**src/rtl/ram_arbiter.sv**
```systemverilog
`timescale 1ns/1ps
// ram_arbiter: shares one single-port synchronous RAM between the core and a
// DMA/debug requester. One access per cycle. The core is favoured by default.
// A starvation counter forces a DMA slot after a run of core grants, and a
// bounded burst lock lets DMA take consecutive slots without locking out the core.
module ram_arbiter #(
    parameter int unsigned AW           = 10,
    parameter int unsigned DW           = 16,
    parameter int unsigned STARVE_LIMIT = 4,
    parameter int unsigned BURST_MAX    = 8
) (
    input  logic          clk,
    input  logic          rst_n,

    input  logic          core_req,
    input  logic          core_we,
    input  logic [AW-1:0] core_addr,
    input  logic [DW-1:0] core_wdata,
    output logic          core_gnt,
    output logic          core_rvalid,
    output logic [DW-1:0] core_rdata,

    input  logic          dma_req,
    input  logic          dma_we,
    input  logic          dma_lock,
    input  logic [AW-1:0] dma_addr,
    input  logic [DW-1:0] dma_wdata,
    output logic          dma_gnt,
    output logic          dma_rvalid,
    output logic [DW-1:0] dma_rdata,

    output logic [AW-1:0] ram_addr,
    output logic [DW-1:0] ram_din,
    output logic          ram_write,
    input  logic [DW-1:0] ram_dout
);

    localparam int unsigned SCW = $clog2(STARVE_LIMIT + 1);
    localparam int unsigned BCW = $clog2(BURST_MAX + 1);

    localparam logic [SCW-1:0] STARVE_LAST = SCW'(STARVE_LIMIT - 1);
    localparam logic [SCW-1:0] STARVE_SAT  = SCW'(STARVE_LIMIT);
    localparam logic [BCW-1:0] BURST_LAST  = BCW'(BURST_MAX - 1);

    typedef enum logic {
        S_CORE,
        S_DMA
    } state_t;

    state_t         state_q, state_d;
    logic [SCW-1:0] starve_cnt_q, starve_cnt_d;
    logic [BCW-1:0] burst_cnt_q, burst_cnt_d;
    logic           core_rvalid_q;
    logic           dma_rvalid_q;

    // Grant decode: priority follows the state; nothing is granted while in reset.
    always_comb begin
        core_gnt = 1'b0;
        dma_gnt  = 1'b0;
        if (rst_n) begin
            if (state_q == S_CORE) begin
                core_gnt = core_req;
                dma_gnt  = dma_req & ~core_req;
            end else begin
                dma_gnt  = dma_req;
                core_gnt = core_req & ~dma_req;
            end
        end
    end

    // RAM port mux: granted master drives the RAM; idle cycles park on the core address.
    always_comb begin
        ram_addr  = core_addr;
        ram_din   = core_wdata;
        ram_write = 1'b0;
        if (dma_gnt) begin
            ram_addr  = dma_addr;
            ram_din   = dma_wdata;
            ram_write = dma_we;
        end else if (core_gnt) begin
            ram_write = core_we;
        end
    end

    // Next-state logic for the priority FSM and its starvation/burst counters.
    always_comb begin
        state_d      = state_q;
        starve_cnt_d = starve_cnt_q;
        burst_cnt_d  = burst_cnt_q;
        unique case (state_q)
            S_CORE: begin
                if (dma_gnt || !dma_req) begin
                    starve_cnt_d = '0;
                end else if (core_gnt && (starve_cnt_q != STARVE_SAT)) begin
                    starve_cnt_d = starve_cnt_q + SCW'(1);
                end

                if (core_gnt && dma_req && (starve_cnt_q == STARVE_LAST)) begin
                    // Forced slot: DMA wins next cycle, no DMA grant taken yet.
                    state_d      = S_DMA;
                    starve_cnt_d = '0;
                    burst_cnt_d  = '0;
                end else if (dma_gnt && dma_lock && (BURST_MAX > 1)) begin
                    // Burst start: the grant just taken in S_CORE is the first
                    // of the burst, so the burst count starts at one, keeping the
                    // total run of consecutive DMA grants at BURST_MAX.
                    state_d      = S_DMA;
                    starve_cnt_d = '0;
                    burst_cnt_d  = BCW'(1);
                end
            end
            S_DMA: begin
                if (!dma_req) begin
                    state_d      = S_CORE;
                    starve_cnt_d = '0;
                    burst_cnt_d  = '0;
                end else if (dma_gnt) begin
                    if (dma_lock && (burst_cnt_q < BURST_LAST)) begin
                        burst_cnt_d = burst_cnt_q + BCW'(1);
                    end else begin
                        state_d      = S_CORE;
                        starve_cnt_d = '0;
                        burst_cnt_d  = '0;
                    end
                end
            end
            default: begin
                state_d      = S_CORE;
                starve_cnt_d = '0;
                burst_cnt_d  = '0;
            end
        endcase
    end

    // FSM and counter registers with synchronous active-low reset.
    always_ff @(posedge clk) begin
        if (!rst_n) begin
            state_q      <= S_CORE;
            starve_cnt_q <= '0;
            burst_cnt_q  <= '0;
        end else begin
            state_q      <= state_d;
            starve_cnt_q <= starve_cnt_d;
            burst_cnt_q  <= burst_cnt_d;
        end
    end

    // Read-return flags: one cycle after a granted read, aligned with RAM data.
    always_ff @(posedge clk) begin
        if (!rst_n) begin
            core_rvalid_q <= 1'b0;
            dma_rvalid_q  <= 1'b0;
        end else begin
            core_rvalid_q <= core_gnt & ~core_we;
            dma_rvalid_q  <= dma_gnt & ~dma_we;
        end
    end

    assign core_rvalid = core_rvalid_q;
    assign dma_rvalid  = dma_rvalid_q;
    assign core_rdata  = ram_dout;
    assign dma_rdata   = ram_dout;

endmodule

```
**config.mk**
```make
export PLATFORM = sky130hd
export DESIGN_NAME = ram_arbiter
export DESIGN_NICKNAME = d
export VERILOG_FILES = /design/src/rtl/ram_arbiter.sv
export SDC_FILE = /design/constraint.sdc
export NUM_CORES = 1
export LEC_CHECK = 0
export ABC_AREA = 1
export CORE_UTILIZATION = 30
export CTS_BUF_LIST = sky130_fd_sc_hd__clkbuf_16
export DETAILED_ROUTE_END_ITERATION = 7
export PLACE_DENSITY = 0.95
export SYNTH_ARGS = -nofsm -noshare
export SYNTH_HDL_FRONTEND = slang
export SYNTH_SLANG_ARGS = --single-unit
```
**constraint.sdc**
```tcl
create_clock -name clk -period 2.56 [get_ports clk]
set_input_delay 0.512 -clock clk [delete_from_list [all_inputs] [get_ports clk]]
set_output_delay 0.512 -clock clk [all_outputs]
set_load 0.01 [all_outputs]
```
==> results.toml <==
[route]
drt-total-wl_mm = 4.32
m1WireLength_mm = 1.62
drc_errors = 0
ant_nets = 0
wl_met3_um = 418
vias = 1455
wl_met2_mm = 2.18
vias_per_cell = 4.44
wire_per_inst_um = 13.2
routed.top_layer = "met4"
drt_iter0_markers = 62
drt_first_pass_iters = 4

[synth]
yosysSeqAreaShare = 0.168
synth-seq-cells = 10
ys.warnings.count = 0
avgSynthCellArea_sq_um = 5.67
synth_nets = 289
syn_inst = 210
synthesis.area_sq_mm = 0.00119
synth.distinct_cells = 20

[floorplan]
fp.dieH_um = 65.0
core.rowCount = 22
start_util = 0.318
die_x_um = 65.0
boundaryPins = 138
die_area_sq_mm = 0.00423
core_sq_mm = 0.00374

[timing]
rsz0062_at_grt = "false"
final.setup_skew_ns = 0.00133
fmax_mhz = 411
hold_ws_ns = 0.500
hold_viol = 0
finalCriticalPeriod_ns = 2.43
slew_headroom = 0.828
fin_crit_sh = 0.951
worstMarginPinSlew_ns = 0.258
setup_violations = 0
drv_slew = 0

[grt]
grt_remaining_overflow = 0
grt_max_degree = 17
antenna_found_initial = 0
grt_pass1_vias = 1429
grt_use_total = 0.197
grt_pass1_wl_mm = 6.40

[placement]
dp_cells = 321
gp_congestion = 0.805
numPortBuffers = 89
dp_hpwl_mm = 3.24
placed_area_sq_mm = 0.00197

[clock_network]
hold_buffers = 0
clock_latency_ns = 0.24
cts-root-buf = "clkbuf_16"
cts_tree = "yes"
ctsHtreeMaxLevel = 1
cts_buffers = 3
cts.sinks = 10
clk_path_buf_depth = 2
path_clk_slew_ns = 0.04

[power]
ir_drop_v = 0.000384
p_leak_nw = 1.11
power.total_uw = 755
p_comb_frac = 0.399
sw_frac_of_total = 0.269
power_frac_clock = 0.374
p_int_uw = 552
sequentialPowerShare = 0.227
switchingPower_uw = 203
pwr_density_cell_mw_per_mm2 = 354

[min_path]
hold_start = "burst_cnt_q[2]"
hold_path.class = "reg -> reg"

[finish]
syn_to_final_growth_pct = 79.1
mostFrequentLayoutCell = "nand2_1"
drive_gt1_frac = 0.111
fin_util = 0.570
final_cells = 328
fillers = 333
diodes = 0
final_cell_mix = "nand2_1, clkdlybuf4s50_1, nor2_1"
final_cell_area_sq_mm = 0.00213
nNetsFinal = 360

[setup_path]
cp_max_fo = 14
crit_start = "core_req"
r2r-start = "starve_cnt_q[0]"
required_ns = 2.05
end_kind = "output port"
path_common_cell = "nand2_1"
start_kind = "input port"
path_class = "in -> out"
arrival_ns = 1.92
crit_chain = "dlygate4sd2_1 -> inv_2 -> nor2_2 -> nor2_4 -> buf_12 -> nand2_1 -> nand2_1 -> clkdlybuf4s50_1"
slowest_delay_ns = 0.56
slowest_stage = "clkdlybuf4s50_1"

[job]
drv_cap = 0

[outcome]
status = "finished, final reports clean"
## area by class of cell
type	instances	area, sq um	area share
Inverter	14	52.6	0.0246
Clock buffer	3	75.1	0.0352
Clock inverter	1	3.75	0.00176
Timing Repair Buffer	104	1060	0.499
Tap cell	48	60.1	0.0282
Sequential cell	10	200	0.0938
Multi-Input combinational cell	148	677	0.317
## critical path, delay by kind of cell
family	cells	cell delay (ns)
buffers and inverters	4	1.08
and+or+nand+nor	4	0.32
## stage by stage
stage               setup TNS [ns]  setup WS (ns)
finish                           0          0.126
global route                     0         0.0426
floorplan                        0          0.694
global placement             -2.85         -0.144
detailed placement           -3.15         -0.152
CTS                              0         0.0349
## Yosys cell counts
cell,instances,area [sq um]
nand2_1,95,357
buf_4,35,263
nor2_1,18,67.6
inv_1,13,48.8
dfxtp_1,10,200
nand3_1,10,50.1
a21oi_1,5,25.0
nand2_2,5,31.3
ha_1,4,50.1
o21ai_0,4,20.0
buf_2,2,10.0
a31oi_1,1,6.26
and2_0,1,6.26
buf_6,1,11.3
inv_2,1,3.75
nand3_4,1,17.5
nand4_1,1,6.26
nor2_2,1,6.26
nor3_1,1,5.00
nor4_1,1,6.26
## cell families after synthesis
logic type | after synthesis | share of synthesized area
buf+inv | 52 | 0.283
compound gates | 10 | 0.0431
flops | 10 | 0.168
fa+ha+maj | 4 | 0.0420
simple gates | 134 | 0.464
## power groups by stage
stage          Sequential [mW]  Clock [mW]  Combinational, mW
3_5_place_dp             0.173           0              0.295
3_3_place_gp             0.173           0              0.291
6_report                 0.171       0.282              0.302
4_1_cts                  0.171       0.287              0.304
2_1_floorplan            0.173           0              0.157
5_1_grt                  0.172       0.296              0.326
## state kept, by name (all words and copies together), names as in the netlist
register / cells
state_q: 1
dma_rvalid: 1
starve_cnt_q: 3
core_rvalid: 1
burst_cnt_q: 4
## worst paths after layout
kind | cells past startpoint | slack (ns) | endpoint
worst max-delay path | 8 | 0.13 | ram_addr[4]
worst min-delay path | 2 | 0.50 | burst_cnt_q[2]
worst max register to register | 10 | 1.04 | starve_cnt_q[1]
worst min register to register | 2 | 0.50 | burst_cnt_q[2]
## per-layer routing
metal,up-vias,GRT usage
met5,-,0
met4,0,0.109
met3,11,0.0581
met2,69,0.379
met1,624,0.183
li1,751,-
## timing repair
action | in CTS | in global routing
endpoints found under the setup margin | 29 | 7
gates cloned | 2 | 0
gates resized for setup | 17 | 7
setup buffers | 1 | 0
Power figures use the tool's default switching activity.
